$ cat config.mk
export PLATFORM = sky130hd
export DESIGN_NAME = sync_fifo_prog
export DESIGN_NICKNAME = d
export VERILOG_FILES = /design/src/rtl/sync_fifo_prog.sv
export SDC_FILE = /design/constraint.sdc
export NUM_CORES = 1
export LEC_CHECK = 0
export BUFFER_PORTS_ARGS = -buffer_cell sky130_fd_sc_hd__buf_2
export CORE_ASPECT_RATIO = 0.8
export CORE_MARGIN = 4
export CORE_UTILIZATION = 53
export CTS_CLUSTER_DIAMETER = 40
export DETAILED_ROUTE_END_ITERATION = 10
export GPL_ROUTABILITY_DRIVEN = 0
export PLACE_DENSITY = 0.79
export SYNTH_ARGS = -nofsm -noshare
export SYNTH_HDL_FRONTEND = slang
export SYNTH_SLANG_ARGS = --single-unit
$ cat constraint.sdc
create_clock -name clk -period 3.2 [get_ports clk]
set_clock_uncertainty 0.15 [all_clocks]
set_input_delay 0.16 -clock clk [delete_from_list [all_inputs] [get_ports clk]]
set_output_delay 0.16 -clock clk [all_outputs]
set_load 0.005 [all_outputs]
$ cat src/rtl/sync_fifo_prog.sv
// sync_fifo_prog: single-clock FIFO with fill count, watermarks, FWFT option and error pulses
// ports: clk, rst (sync, active-high), push/din, pop/dout, fifo_empty, fifo_full, almost_full,
//        almost_empty, count, overflow, underflow; err_clr/err_sticky when SYNC_FIFO_PROG_STICKY_ERR_EN
module sync_fifo_prog #(
  parameter int DWIDTH     = 8,
  parameter int FIFO_DEPTH = 8,
  parameter int FWFT       = 0,
  parameter int AF_THRESH  = FIFO_DEPTH - 1,
  parameter int AE_THRESH  = 1,
  localparam int AW        = $clog2(FIFO_DEPTH)
) (
  input  logic              clk,
  input  logic              rst,
  input  logic              push,
  input  logic [DWIDTH-1:0] din,
  input  logic              pop,
  output logic [DWIDTH-1:0] dout,
  output logic              fifo_empty,
  output logic              fifo_full,
  output logic              almost_full,
  output logic              almost_empty,
  output logic [AW:0]       count,
  output logic              overflow,
  output logic              underflow
`ifdef SYNC_FIFO_PROG_STICKY_ERR_EN
  ,
  input  logic              err_clr,
  output logic [1:0]        err_sticky
`endif
);
  localparam logic [AW:0] DEPTH_C = (AW+1)'(FIFO_DEPTH);
  localparam logic [AW:0] AF_C    = (AW+1)'(AF_THRESH);
  localparam logic [AW:0] AE_C    = (AW+1)'(AE_THRESH);
  if (FIFO_DEPTH < 2 || (FIFO_DEPTH & (FIFO_DEPTH - 1)) != 0) begin : g_bad_depth
    $error("sync_fifo_prog: FIFO_DEPTH must be a power of 2 and >= 2");
  end
  if (AF_THRESH < 1 || AF_THRESH > FIFO_DEPTH) begin : g_bad_af
    $error("sync_fifo_prog: AF_THRESH out of range");
  end
  if (AE_THRESH < 0 || AE_THRESH > FIFO_DEPTH - 1) begin : g_bad_ae
    $error("sync_fifo_prog: AE_THRESH out of range");
  end
  logic [DWIDTH-1:0] mem [FIFO_DEPTH];
  logic [AW:0]       wr_ptr, rd_ptr;
  logic              pop_ok, push_ok;
  assign count        = wr_ptr - rd_ptr;
  assign fifo_full    = count == DEPTH_C;
  assign fifo_empty   = count == '0;
  assign almost_full  = count >= AF_C;
  assign almost_empty = count <= AE_C;
  assign pop_ok       = pop & ~fifo_empty;
  // a pop frees a slot in the same cycle, so a full FIFO still takes the push
  assign push_ok      = push & (~fifo_full | pop_ok);
  always_ff @(posedge clk) begin
    if (rst) begin
      wr_ptr    <= '0;
      rd_ptr    <= '0;
      overflow  <= 1'b0;
      underflow <= 1'b0;
    end else begin
      wr_ptr    <= wr_ptr + (AW+1)'(push_ok);
      rd_ptr    <= rd_ptr + (AW+1)'(pop_ok);
      overflow  <= push & ~push_ok;
      underflow <= pop & ~pop_ok;
    end
  end
  always_ff @(posedge clk) begin
    if (!rst && push_ok) mem[wr_ptr[AW-1:0]] <= din;
  end
  if (FWFT != 0) begin : g_fwft
    assign dout = mem[rd_ptr[AW-1:0]];
  end else begin : g_std
    logic [DWIDTH-1:0] dout_q;
    always_ff @(posedge clk) begin
      if (rst) dout_q <= '0;
      else if (pop_ok) dout_q <= mem[rd_ptr[AW-1:0]];
    end
    assign dout = dout_q;
  end
`ifdef SYNC_FIFO_PROG_STICKY_ERR_EN
  // a pulse arriving in the clear cycle must survive the clear
  always_ff @(posedge clk) begin
    if (rst) err_sticky <= 2'b00;
    else err_sticky <= {overflow, underflow} | (err_clr ? 2'b00 : err_sticky);
  end
`endif
endmodule

==> load_flow_metrics.sql, run 1 <==
INSERT INTO impl_metrics (metric_group, metric, value, unit) VALUES
('job', 'cap_violations', '0', ''),
('synth', 'syn-cell-area', '0.00339', 'mm^2'),
('cells_and_area', 'final_area', '0.00401', 'mm^2'),
('route', 'antenna_violating_nets_post_route', '0', ''),
('synth', 'ys_dominant_reg_cell', 'sky130_fd_sc_hd__edfxtp_1', ''),
('grt', 'track_usage', '0.173', ''),
('power', 'pwr_density_cell', '726', 'mW/mm^2'),
('critical_path', 'critPathMostFrequentCell', 'sky130_fd_sc_hd__ha_1', ''),
('synth', 'synthDistinctLibCells', '35', ''),
('critical_path', 'worst-r2r-cell-count', '11', ''),
('grt', 'grt_pass1_wl', '9.96', 'mm'),
('clock_tree', 'cts.repair_timing.setup_buffer_count', '0', ''),
('floorplanning', 'core_area', '0.00607', 'mm^2'),
('sta', 'final_critical_path_share_of_the_clock_period', '0.909', ''),
('grt', 'grt.met2_usage', '0.274', ''),
('sta', 'timing.fmax', '344', 'MHz'),
('synth', 'flops_latches_synth', '82', ''),
('clock_tree', 'clk_root_buffer_cell', 'sky130_fd_sc_hd__clkbuf_8', ''),
('floorplanning', 'dieArea', '0.00776', 'mm^2'),
('synth', 'net_count_after_synthesis', '228', ''),
('route', 'dr.pass1.iters', '4', ''),
('route', 'drt-vias-per-instance', '5.41', ''),
('route', 'first_iter_violations', '174', ''),
('critical_path', 'r2r_setup_slack', '290', 'ps'),
('synth', 'postSynth.asyncResetShare', '0', ''),
('clock_tree', 'cts_buffers', '9', ''),
('sta', 'slew_viol_final', '0', ''),
('critical_path', 'timing.rr.start', 'wr_ptr[0]', ''),
('synth', 'number_of_flops_mapped_to_enable_cells_by_yosys', '64', ''),
('critical_path', 'endpoint', 'wr_ptr[2]', ''),
('cells_and_area', 'area_delta_synth_final', '18.1', '%'),
('critical_path', 'worst-path-stages', '11', ''),
('cells_and_area', 'finalNetCount', '281', ''),
('floorplanning', 'placementRows', '25', ''),
('power', 'p_total', '2.91', 'mW'),
('clock_tree', 'cts-root-to-sink-buffers', '2', ''),
('synth', 'post_synthesis_instance_total', '208', ''),
('sta', 'whs', '90.6', 'ps'),
('sta', 'headroom_to_the_max_slew_limit', '0.684', ''),
('critical_path', 'worst-endpoint-required', '3280', 'ps'),
('grt', 'met3_resource_use_gr', '0.0585', ''),
('critical_path', 'critical_path_arrival', '2990', 'ps'),
('clock_tree', 'cts.reportedPaths.clkPinSlew', '80', 'ps'),
('critical_path', 'critPathKind', 'reg2reg', ''),
('grt', 'grt_pass1_vias', '1917', ''),
('critical_path', 'critical_path.endpoint_type', 'register', ''),
('place', 'io_buffer_count', '29', ''),
('critical_path', 'crit_path_start_kind', 'register', ''),
('floorplanning', 'pin_count', '30', ''),
('grt', 'grt_antenna_before_repair', '0', ''),
('critical_path', 'timing.critical_path.slowest_stage_cell', 'sky130_fd_sc_hd__fa_1', ''),
('sta', 'grt_setup_unrepaired', 'no', ''),
('clock_tree', 'clkSinkCount', '82', ''),
('critical_path', 'critical_path.max_stage_delay', '470', 'ps'),
('floorplanning', 'initial_core_util', '0.559', ''),
('floorplanning', 'fp.dieW', '97.5', 'um'),
('cells_and_area', 'antenna_cells_inserted', '0', ''),
('floorplanning', 'fp.dieH', '79.6', 'um'),
('outcome', 'run_status', 'completed', ''),
('route', 'drcViolationCount', '0', ''),
('critical_path', 'critical_path.max_fanout', '10', ''),
('route', 'routed_wire_length_per_instance', '17.4', 'um'),
('clock_tree', 'tritoncts', 'done', ''),
('sta', 'setup-violations-final', '0', ''),
('route', 'dr_vias', '1878', ''),
('clock_tree', 'cts_hold_fix_bufs', '10', ''),
('place', 'place_hpwl', '3.93', 'mm'),
('power', 'max_vdd_drop', '0.000302', 'V'),
('hold_path', 'worstHoldPathType', 'in2reg', ''),
('synth', 'synth.top_cells.by_area', 'sky130_fd_sc_hd__edfxtp_1, sky130_fd_sc_hd__dfxtp_1, sky130_fd_sc_hd__mux4_2, sky130_fd_sc_hd__mux2_2, sky130_fd_sc_hd__ha_1', ''),
('grt', 'grt_max_degree', '29', '');
[synth_stat cells (2+ instances only)]
master	number
sky130_fd_sc_hd__nand3b_1	2
sky130_fd_sc_hd__mux4_2	16
sky130_fd_sc_hd__a21oi_1	9
sky130_fd_sc_hd__clkbuf_1	5
sky130_fd_sc_hd__nand3_1	2
sky130_fd_sc_hd__mux2_2	8
sky130_fd_sc_hd__buf_2	2
sky130_fd_sc_hd__nand2_1	18
sky130_fd_sc_hd__nor2_1	5
sky130_fd_sc_hd__xnor2_1	2
sky130_fd_sc_hd__dfxtp_1	18
sky130_fd_sc_hd__ha_1	7
sky130_fd_sc_hd__and3b_1	2
sky130_fd_sc_hd__and2b_1	3
sky130_fd_sc_hd__xor2_1	4
sky130_fd_sc_hd__nor4_1	3
sky130_fd_sc_hd__nor3_1	8
sky130_fd_sc_hd__nor2b_1	5
sky130_fd_sc_hd__inv_1	6
sky130_fd_sc_hd__and2b_2	5
sky130_fd_sc_hd__edfxtp_1	64
[placed cells by master (no fill, tap or decap), drive strengths merged]
cell / Yosys / final
inv: 6 / 7
nor3: 8 / 8
edfxtp: 64 / 64
or3b: 1 / 1
ha: 7 / 7
dfxtp: 18 / 18
mux4: 16 / 16
nand3b: 2 / 2
dlygate4sd3: 0 / 10
clkinvlp: 0 / 3
fa: 1 / 1
or2: 1 / 1
nor2b: 5 / 5
nor4: 3 / 3
buf: 3 / 42
xnor2: 2 / 2
o31ai: 1 / 1
xor2: 4 / 4
a31o: 1 / 1
and2b: 8 / 8
or3: 1 / 1
bufinv: 0 / 2
nand3: 2 / 2
nand2: 18 / 18
o211a: 1 / 1
nor2: 5 / 5
a21boi: 1 / 1
and2: 1 / 1
nand2b: 1 / 1
and3b: 2 / 2
clkinv: 1 / 2
mux2: 8 / 8
a21oi: 9 / 9
clkbuf: 7 / 9
[through the flow]
stage / std cells / setup WS, ps / utilization / TNS (ps)
floorplan: 208 / -298 / - / -7500
global placement: 321 / 468 / 0.607 / 0
detailed placement: 321 / 343 / 0.607 / 0
CTS: 347 / 325 / 0.661 / 0
global route: 347 / 74.1 / 0.661 / 0
finish: 347 / 291 / 0.661 / 0
[worst min path at each step]
stage,cells after the start,startpoint,end,slack (ps)
after floorplan,0,din[0],mem[0][0],110
after global placement,1,din[6],mem[2][6],280
after detailed placement,1,din[3],mem[2][3],290
after CTS,2,rst,rd_ptr[2],90
after global routing,2,rst,rd_ptr[3],100
final,2,rst,rd_ptr[2],90
[power by group]
group	switching (mW)	internal, mW	leakage (nW)
Sequential	0.0384	1.23	0.725
Clock	0.378	0.445	0.104
Combinational	0.395	0.420	0.669
[kinds of logic (layout without fill, tap and decap cells)]
kind of cell,Yosys count,in the layout,share of synthesized area
flip-flops,82,82,0.672
AND/OR/NAND/NOR,58,58,0.0955
buffers and inverters,17,75,0.0240
XOR/XNOR,6,6,0.0155
multiplexers,24,24,0.133
AO/OA/AOI/OAI,13,13,0.0284
adder cells (fa/ha/maj),8,8,0.0317
[state kept, by name, summed over array words and instances, names as in the netlist]
register / count
underflow: 1
dout: 8
overflow: 1
mem: 64
wr_ptr: 4
rd_ptr: 4
[cell type report]
type	count	area, um^2
clock inverter	7	103
timing repair buffer	52	343
clock buffer	9	124
sequential	82	2280
multi-input combinational	109	1030
tap	81	101
inverter	7	26.3
fill	444	2060
[metal layers]
| metal | part of all wire | up-vias |
|---|---|---|
| met5 | 0 | - |
| met4 | 0.010 | 0 |
| met3 | 0.052 | 7 |
| met2 | 0.49 | 55 |
| met1 | 0.45 | 925 |
| li1 | - | 891 |
No activity file was read; power rests on OpenSTA's default activity.
==> inputs of run 2 (changes only) <==
--- a/config.mk
+++ b/config.mk
@@ -6,7 +6,6 @@
 export NUM_CORES = 1
 export LEC_CHECK = 0
 export BUFFER_PORTS_ARGS = -buffer_cell sky130_fd_sc_hd__buf_2
-export CORE_ASPECT_RATIO = 0.8
 export CORE_MARGIN = 4
 export CORE_UTILIZATION = 53
 export CTS_CLUSTER_DIAMETER = 40
==> load_flow_metrics.sql, run 2 (synthesis gave the netlist of run 1 again) <==
INSERT INTO impl_metrics (metric_group, metric, value, unit) VALUES
('outcome', 'run_status', 'completed', ''),
('critical_path', 'critical_path_arrival', '2940', 'ps'),
('critical_path', 'critical_path.endpoint_type', 'register', ''),
('cells_and_area', 'finalNetCount', '281', ''),
('cells_and_area', 'layout.cells.most_common', 'sky130_fd_sc_hd__edfxtp_1', ''),
('grt', 'grtUsageMet1', '0.233', ''),
('clock_tree', 'cts_resized', '0', ''),
('floorplanning', 'dieArea', '0.00775', 'mm^2'),
('sta', 'grt_setup_unrepaired', 'no', ''),
('sta', 'setup-violations-final', '0', ''),
('critical_path', 'critical_path.max_fanout', '10', ''),
('route', 'drt-total-wl', '5.91', 'mm'),
('sta', 'period_minus_slack', '2860', 'ps'),
('place', 'place_ws', '373', 'ps'),
('route', 'dr.pass1.iters', '4', ''),
('sta', 'final_critical_path_share_of_the_clock_period', '0.895', ''),
('floorplanning', 'initial_core_util', '0.560', ''),
('route', 'first_iter_violations', '165', ''),
('grt', 'grt_overflow_total', '0', ''),
('power', 'pwr_density_cell', '698', 'mW/mm^2'),
('floorplanning', 'fp.dieH', '88.0', 'um'),
('clock_tree', 'cts_buffers', '9', ''),
('route', 'routed_wire_length_per_instance', '17.3', 'um'),
('hold_path', 'hold_path_stages', '2', ''),
('place', 'placed_instance_area', '0.00368', 'mm^2'),
('cells_and_area', 'antenna_cells_inserted', '0', ''),
('grt', 'grt_max_degree', '29', ''),
('clock_tree', 'clk_root_buffer_cell', 'sky130_fd_sc_hd__clkbuf_8', ''),
('cells_and_area', 'largest_register_ff_count', '64', ''),
('floorplanning', 'fp.dieW', '88.0', 'um'),
('critical_path', 'crit_path_start_kind', 'register', ''),
('place', 'place_hpwl', '3.78', 'mm'),
('route', 'dr_vias', '1863', ''),
('sta', 'headroom_to_the_max_slew_limit', '0.670', ''),
('critical_path', 'worst-r2r-cell-count', '11', ''),
('clock_tree', 'cts_hold_fix_bufs', '10', ''),
('clock_tree', 'tritoncts', 'done', ''),
('grt', 'grt_pass1_wl', '9.48', 'mm'),
('critical_path', 'worst-endpoint-required', '3280', 'ps'),
('grt', 'met3_resource_use_gr', '0.0423', ''),
('sta', 'layout_setup_ws', '337', 'ps'),
('sta', 'timing.fmax', '349', 'MHz'),
('sta', 'worst_pin_slew', '495', 'ps'),
('floorplanning', 'placementRows', '28', ''),
('sta', 'finalSetupTns', '0', 'ps'),
('floorplanning', 'pin_count', '30', ''),
('sta', 'finalHoldViolCount', '0', ''),
('clock_tree', 'clock_insertion_delay_worst_skew', '350', 'ps'),
('grt', 'grt.met2_usage', '0.268', ''),
('grt', 'top_usage_layer', 'met2', ''),
('power', 'max_vdd_drop', '0.000380', 'V'),
('cells_and_area', 'final_area', '0.00396', 'mm^2'),
('route', 'antenna_violating_nets_post_route', '0', ''),
('clock_tree', 'cts-root-to-sink-buffers', '2', ''),
('critical_path', 'regToRegEndpoint', 'wr_ptr[2]', ''),
('power', 'p_leak', '1.49', 'nW'),
('grt', 'track_usage', '0.171', ''),
('cells_and_area', 'layout_cells_sized_above_1', '0.350', ''),
('hold_path', 'hp-start', 'rst', ''),
('critical_path', 'timing.rr.start', 'wr_ptr[0]', ''),
('grt', 'grt_antenna_before_repair', '0', ''),
('critical_path', 'critPathKind', 'reg2reg', ''),
('clock_tree', 'ctsHtreeMaxLevel', '3', ''),
('critical_path', 'r2r_setup_slack', '340', 'ps'),
('hold_path', 'min_delay_worst_endpoint', 'rd_ptr[2]', ''),
('clock_tree', 'cts.reportedPaths.clkPinSlew', '90', 'ps'),
('grt', 'grt_pass1_vias', '1796', ''),
('hold_path', 'worstHoldPathType', 'in2reg', ''),
('floorplanning', 'core_area', '0.00606', 'mm^2'),
('clock_tree', 'cts.repair_timing.setup_buffer_count', '0', ''),
('job', 'cap_violations', '0', ''),
('route', 'drt-vias-per-instance', '5.46', ''),
('place', 'io_buffer_count', '29', ''),
('route', 'drcViolationCount', '0', ''),
('cells_and_area', 'area_delta_synth_final', '16.5', '%'),
('clock_tree', 'clkSinkCount', '82', ''),
('cells_and_area', 'fill_cells', '432', ''),
('cells_and_area', 'layout_common_cells', 'sky130_fd_sc_hd__edfxtp_1, sky130_fd_sc_hd__buf_2, sky130_fd_sc_hd__nand2_1, sky130_fd_sc_hd__dfxtp_1, sky130_fd_sc_hd__mux4_2', ''),
('sta', 'slew_viol_final', '0', '');
## run 2: per-layer routing
metal | up-vias | share of wire
met3 | 9 | 0.056
met1 | 909 | 0.44
li1 | 892 | -
met4 | 0 | 0.014
met2 | 53 | 0.49
met5 | - | 0
## run 2: layout make-up
| class | instances | area (um^2) | share of cell area |
|---|---|---|---|
| Inverter | 7 | 26.3 | 0.00664 |
| Tap cell | 75 | 93.8 | 0.0237 |
| Clock buffer | 9 | 124 | 0.0313 |
| Clock inverter | 7 | 56.3 | 0.0142 |
| Sequential cell | 82 | 2280 | 0.577 |
| Timing Repair Buffer | 52 | 343 | 0.0867 |
| Multi-Input combinational cell | 109 | 1030 | 0.261 |
## run 2: stage by stage
step           hold WS [ps]  power (mW)  cells   util
5_1_grt                 112        2.93    341  0.653
3_3_place_gp            278        2.08    315  0.607
4_1_cts                96.1        2.80    341  0.653
2_1_floorplan           109        1.85    208      -
6_report                111        2.76    341  0.653
3_5_place_dp            294        2.10    315  0.607
## run 2: worst max-delay path by stage
stage              start         to  slack, ps  depth (start not counted)
2_1_floorplan  rd_ptr[1]  mem[0][0]       -300                          9
3_3_place_gp   wr_ptr[0]  rd_ptr[1]        500                         10
3_5_place_dp   wr_ptr[0]  wr_ptr[2]        370                         11
4_1_cts        wr_ptr[0]  wr_ptr[2]        360                         11
5_1_grt        wr_ptr[0]  wr_ptr[2]        190                         11
6_report       wr_ptr[0]  wr_ptr[2]        340                         11
## run 2: worst max-delay path: stages, from the launching register on
cell                      delay (ps)
sky130_fd_sc_hd__dfxtp_1         420
sky130_fd_sc_hd__inv_1            90
sky130_fd_sc_hd__ha_1            210
sky130_fd_sc_hd__inv_1            70
sky130_fd_sc_hd__fa_1            470
sky130_fd_sc_hd__nor3_1          260
sky130_fd_sc_hd__o211a_1         370
sky130_fd_sc_hd__nor2b_1          90
sky130_fd_sc_hd__ha_1            210
sky130_fd_sc_hd__ha_1            200
sky130_fd_sc_hd__xnor2_1         150
sky130_fd_sc_hd__nor2_1           60
## run 2: power by group
group          internal (mW)  switching (mW)  leakage, nW
Clock                  0.294           0.390       0.0914
Combinational          0.420           0.387        0.669
Sequential              1.23          0.0390        0.725
Total                   1.95           0.816         1.49
==> inputs of run 3 (changes only) <==
--- a/config.mk
+++ b/config.mk
@@ -5,6 +5,7 @@
 export SDC_FILE = /design/constraint.sdc
 export NUM_CORES = 1
 export LEC_CHECK = 0
+export ABC_AREA = 1
 export BUFFER_PORTS_ARGS = -buffer_cell sky130_fd_sc_hd__buf_2
 export CORE_MARGIN = 4
 export CORE_UTILIZATION = 53
==> load_flow_metrics.sql, run 3 <==
INSERT INTO impl_metrics (metric_group, metric, value, unit) VALUES
('floorplanning', 'fp.dieH', '90.4', 'um'),
('critical_path', 'critical_path.max_fanout', '18', ''),
('sta', 'worst_pin_slew', '945', 'ps'),
('critical_path', 'critPathKind', 'reg2reg', ''),
('cells_and_area', 'layout.cells.most_common', 'sky130_fd_sc_hd__nand2_1', ''),
('sta', 'timing.fmax', '354', 'MHz'),
('place', 'place_ws', '386', 'ps'),
('clock_tree', 'cts.reportedPaths.clkPinSlew', '90', 'ps'),
('synth', 'synthDistinctLibCells', '27', ''),
('clock_tree', 'cts-root-to-sink-buffers', '2', ''),
('grt', 'track_usage', '0.182', ''),
('synth', 'syn_area_per_cell', '10.1', 'um^2'),
('hold_path', 'worstHoldPathType', 'in2reg', ''),
('sta', 'finalSetupTns', '0', 'ps'),
('synth', 'ys_dominant_reg_cell', 'sky130_fd_sc_hd__edfxtp_1', ''),
('power', 'cellInternalPower', '2.07', 'mW'),
('power', 'p_leak', '1.74', 'nW'),
('place', 'place_hpwl', '4.41', 'mm'),
('sta', 'grt_setup_unrepaired', 'no', ''),
('critical_path', 'crit_path_cell_trace', 'inv_1, ha_1, inv_1, fa_1, nand3b_4, nor2_4, nand3_4, inv_1, nor2_1, ha_1, ha_1, xnor2_1, nor2_1', ''),
('cells_and_area', 'multi_input_comb_area', '0.00111', 'mm^2'),
('cells_and_area', 'area_occupied_by_registers', '0.00228', 'mm^2'),
('sta', 'setup-violations-final', '0', ''),
('cells_and_area', 'area_delta_synth_final', '14.7', '%'),
('synth', 'seq_area_frac_synth', '0.634', ''),
('synth', 'number_of_flops_mapped_to_enable_cells_by_yosys', '64', ''),
('power', 'switching_share', '0.339', ''),
('synth', 'post_synthesis_instance_total', '355', ''),
('grt', 'grt_pass1_vias', '2362', ''),
('synth', 'syn-cell-area', '0.00360', 'mm^2'),
('grt', 'grt_max_degree', '35', ''),
('cells_and_area', 'finalNetCount', '421', ''),
('cells_and_area', 'largest_register_ff_count', '64', ''),
('sta', 'whs', '93.6', 'ps'),
('sta', 'finalHoldViolCount', '0', ''),
('job', 'cap_violations', '0', ''),
('grt', 'grt_overflow_total', '0', ''),
('sta', 'slew_viol_final', '0', ''),
('synth', 'synth.top_cells.by_area', 'sky130_fd_sc_hd__edfxtp_1, sky130_fd_sc_hd__nand2_1, sky130_fd_sc_hd__dfxtp_1, sky130_fd_sc_hd__nand3_1, sky130_fd_sc_hd__nor2_1', ''),
('synth', 'yosys.cell_count.top_type', 'sky130_fd_sc_hd__nand2_1', ''),
('synth', 'synth_top_cell_by_area', 'sky130_fd_sc_hd__edfxtp_1', ''),
('grt', 'grt_pass1_wl', '11.4', 'mm'),
('sta', 'headroom_to_the_max_slew_limit', '0.369', ''),
('sta', 'layout_setup_ws', '376', 'ps'),
('cells_and_area', 'final_area', '0.00413', 'mm^2'),
('grt', 'grt_antenna_before_repair', '0', ''),
('synth', 'yosysTopAreaCellShare', '0.534', ''),
('clock_tree', 'clk_root_buffer_cell', 'sky130_fd_sc_hd__clkbuf_8', ''),
('route', 'dr_vias', '2433', ''),
('floorplanning', 'dieArea', '0.00817', 'mm^2'),
('critical_path', 'crit_path_start_kind', 'register', ''),
('floorplanning', 'fp.dieW', '90.4', 'um'),
('route', 'first_iter_violations', '163', ''),
('route', 'routed_wire_length_per_instance', '14.3', 'um'),
('power', 'seqPwrFrac', '0.412', ''),
('outcome', 'run_status', 'completed', ''),
('power', 'total_switching_power', '1.06', 'mW'),
('route', 'drt-vias-per-instance', '5.03', ''),
('synth', 'synth.cells.most_frequent', 'sky130_fd_sc_hd__nand2_1, sky130_fd_sc_hd__edfxtp_1, sky130_fd_sc_hd__nand3_1', ''),
('clock_tree', 'ctsHtreeMaxLevel', '3', ''),
('critical_path', 'timing.critical_path.slowest_stage_cell', 'sky130_fd_sc_hd__fa_1', ''),
('floorplanning', 'initial_core_util', '0.557', ''),
('place', 'numPlacedInstances', '457', ''),
('synth', 'flops_latches_synth', '82', ''),
('clock_tree', 'cts_buffers', '9', ''),
('clock_tree', 'clock_insertion_delay_worst_skew', '350', 'ps'),
('power', 'max_vdd_drop', '0.000402', 'V'),
('cells_and_area', 'fill_cells', '493', ''),
('route', 'dr.pass1.iters', '4', ''),
('place', 'placed_instance_area', '0.00381', 'mm^2'),
('clock_tree', 'cts.repair_timing.setup_buffer_count', '0', ''),
('route', 'drt-total-wl', '6.90', 'mm'),
('synth', 'postSynth.asyncResetShare', '0', ''),
('critical_path', 'cell_family_with_the_largest_share_of_critical_path_delay', 'adder cells', ''),
('route', 'drcViolationCount', '0', ''),
('power', 'clock_power_share', '0.256', ''),
('power', 'pwr_density_cell', '758', 'mW/mm^2'),
('sta', 'period_minus_slack', '2820', 'ps'),
('clock_tree', 'clkSinkCount', '82', ''),
('route', 'antenna_violating_nets_post_route', '0', ''),
('place', 'io_buffer_count', '29', ''),
('floorplanning', 'pin_count', '30', ''),
('floorplanning', 'core_area', '0.00646', 'mm^2'),
('cells_and_area', 'final_standard_cell_count_with_taps_included_and_fillers_excluded', '484', ''),
('power', 'power.combinational.fraction', '0.332', ''),
('critical_path', 'worst-endpoint-required', '3300', 'ps'),
('floorplanning', 'placementRows', '29', ''),
('critical_path', 'path_buf_inv', '3', ''),
('clock_tree', 'tritoncts', 'done', ''),
('synth', 'net_count_after_synthesis', '375', ''),
('cells_and_area', 'layout_common_cells', 'sky130_fd_sc_hd__nand2_1, sky130_fd_sc_hd__edfxtp_1, sky130_fd_sc_hd__nand3_1', ''),
('critical_path', 'critical_path.endpoint_type', 'register', ''),
('critical_path', 'critical_path.max_stage_delay', '450', 'ps'),
('critical_path', 'critical_path_arrival', '2920', 'ps'),
('sta', 'final_critical_path_share_of_the_clock_period', '0.882', ''),
('synth', 'synth_warnings', '0', ''),
('cells_and_area', 'layout_cells_sized_above_1', '0.165', '');
[run 3: cell count changes after synthesis, moves of 6 or more]
cell,delta
sky130_fd_sc_hd__nand3_1,+47
sky130_fd_sc_hd__mux2_2,-8
sky130_fd_sc_hd__inv_1,+14
sky130_fd_sc_hd__buf_6,+6
sky130_fd_sc_hd__mux4_2,-16
sky130_fd_sc_hd__nor3_1,-7
sky130_fd_sc_hd__nand2_1,+110
sky130_fd_sc_hd__nor2_1,+20
[run 3: layer usage]
layer,part of all wire,vias up,GRT usage
li1,-,1266,-
met1,0.42,1088,0.230
met5,0,-,0
met4,0.019,0,0.0982
met2,0.50,68,0.302
met3,0.063,11,0.0275
[run 3: area by class of cell]
class	count	area share
sequential	82	0.553
multi-input combinational	234	0.268
timing repair buffer	51	0.0813
clock buffer	9	0.0300
tap	77	0.0234
clock inverter	7	0.0224
inverter	23	0.0209
antenna	1	0.000607
[run 3: worst reg2reg max path: stages, from the launching register on]
cell and delay (ps):
sky130_fd_sc_hd__dfxtp_1 430, sky130_fd_sc_hd__inv_1 130, sky130_fd_sc_hd__ha_1 210, sky130_fd_sc_hd__inv_1 80, sky130_fd_sc_hd__fa_1 450, sky130_fd_sc_hd__nand3b_4 200, sky130_fd_sc_hd__nor2_4 120, sky130_fd_sc_hd__nand3_4 190
sky130_fd_sc_hd__inv_1 130, sky130_fd_sc_hd__nor2_1 50, sky130_fd_sc_hd__ha_1 190, sky130_fd_sc_hd__ha_1 200, sky130_fd_sc_hd__xnor2_1 140, sky130_fd_sc_hd__nor2_1 50
[run 3: power groups by stage]
stage / clock network (mW) / registers [mW] / logic [mW]
detailed placement: 0 / 1.31 / 1.03
global route: 0.869 / 1.30 / 1.20
global placement: 0 / 1.31 / 1.00
floorplan: 0 / 1.32 / 0.781
CTS: 0.818 / 1.29 / 1.05
finish: 0.801 / 1.29 / 1.04
[run 3: stage by stage]
step,util,power [mW]
global placement,0.589,2.31
finish,0.639,3.13
global route,0.638,3.36
CTS,0.638,3.15
detailed placement,0.589,2.35
floorplan,-,2.10
[run 3: worst paths after layout]
path | from | end | slack [ps] | depth (start not counted)
max | wr_ptr[0] | rd_ptr[2] | 380 | 13
min | pop | underflow | 90 | 3
max reg2reg | wr_ptr[0] | rd_ptr[2] | 380 | 13
min reg2reg | dout[1] | dout[1] | 330 | 2
[run 3: repair_timing]
item / 4_1_cts / 5_1_grt
hold buffers: 10 / 0
resized for setup: 0 / 0
hold endpoints to repair: 72 / 0
[run 3: kinds of logic after synthesis]
group | count (synthesis) | synth area share
buffers and inverters | 39 | 0.0581
AND/OR/NAND/NOR | 211 | 0.254
flip-flops | 82 | 0.634
adder cells (fa/ha/maj) | 8 | 0.0299
XOR/XNOR | 2 | 0.00487
AO/OA/AOI/OAI | 13 | 0.0191
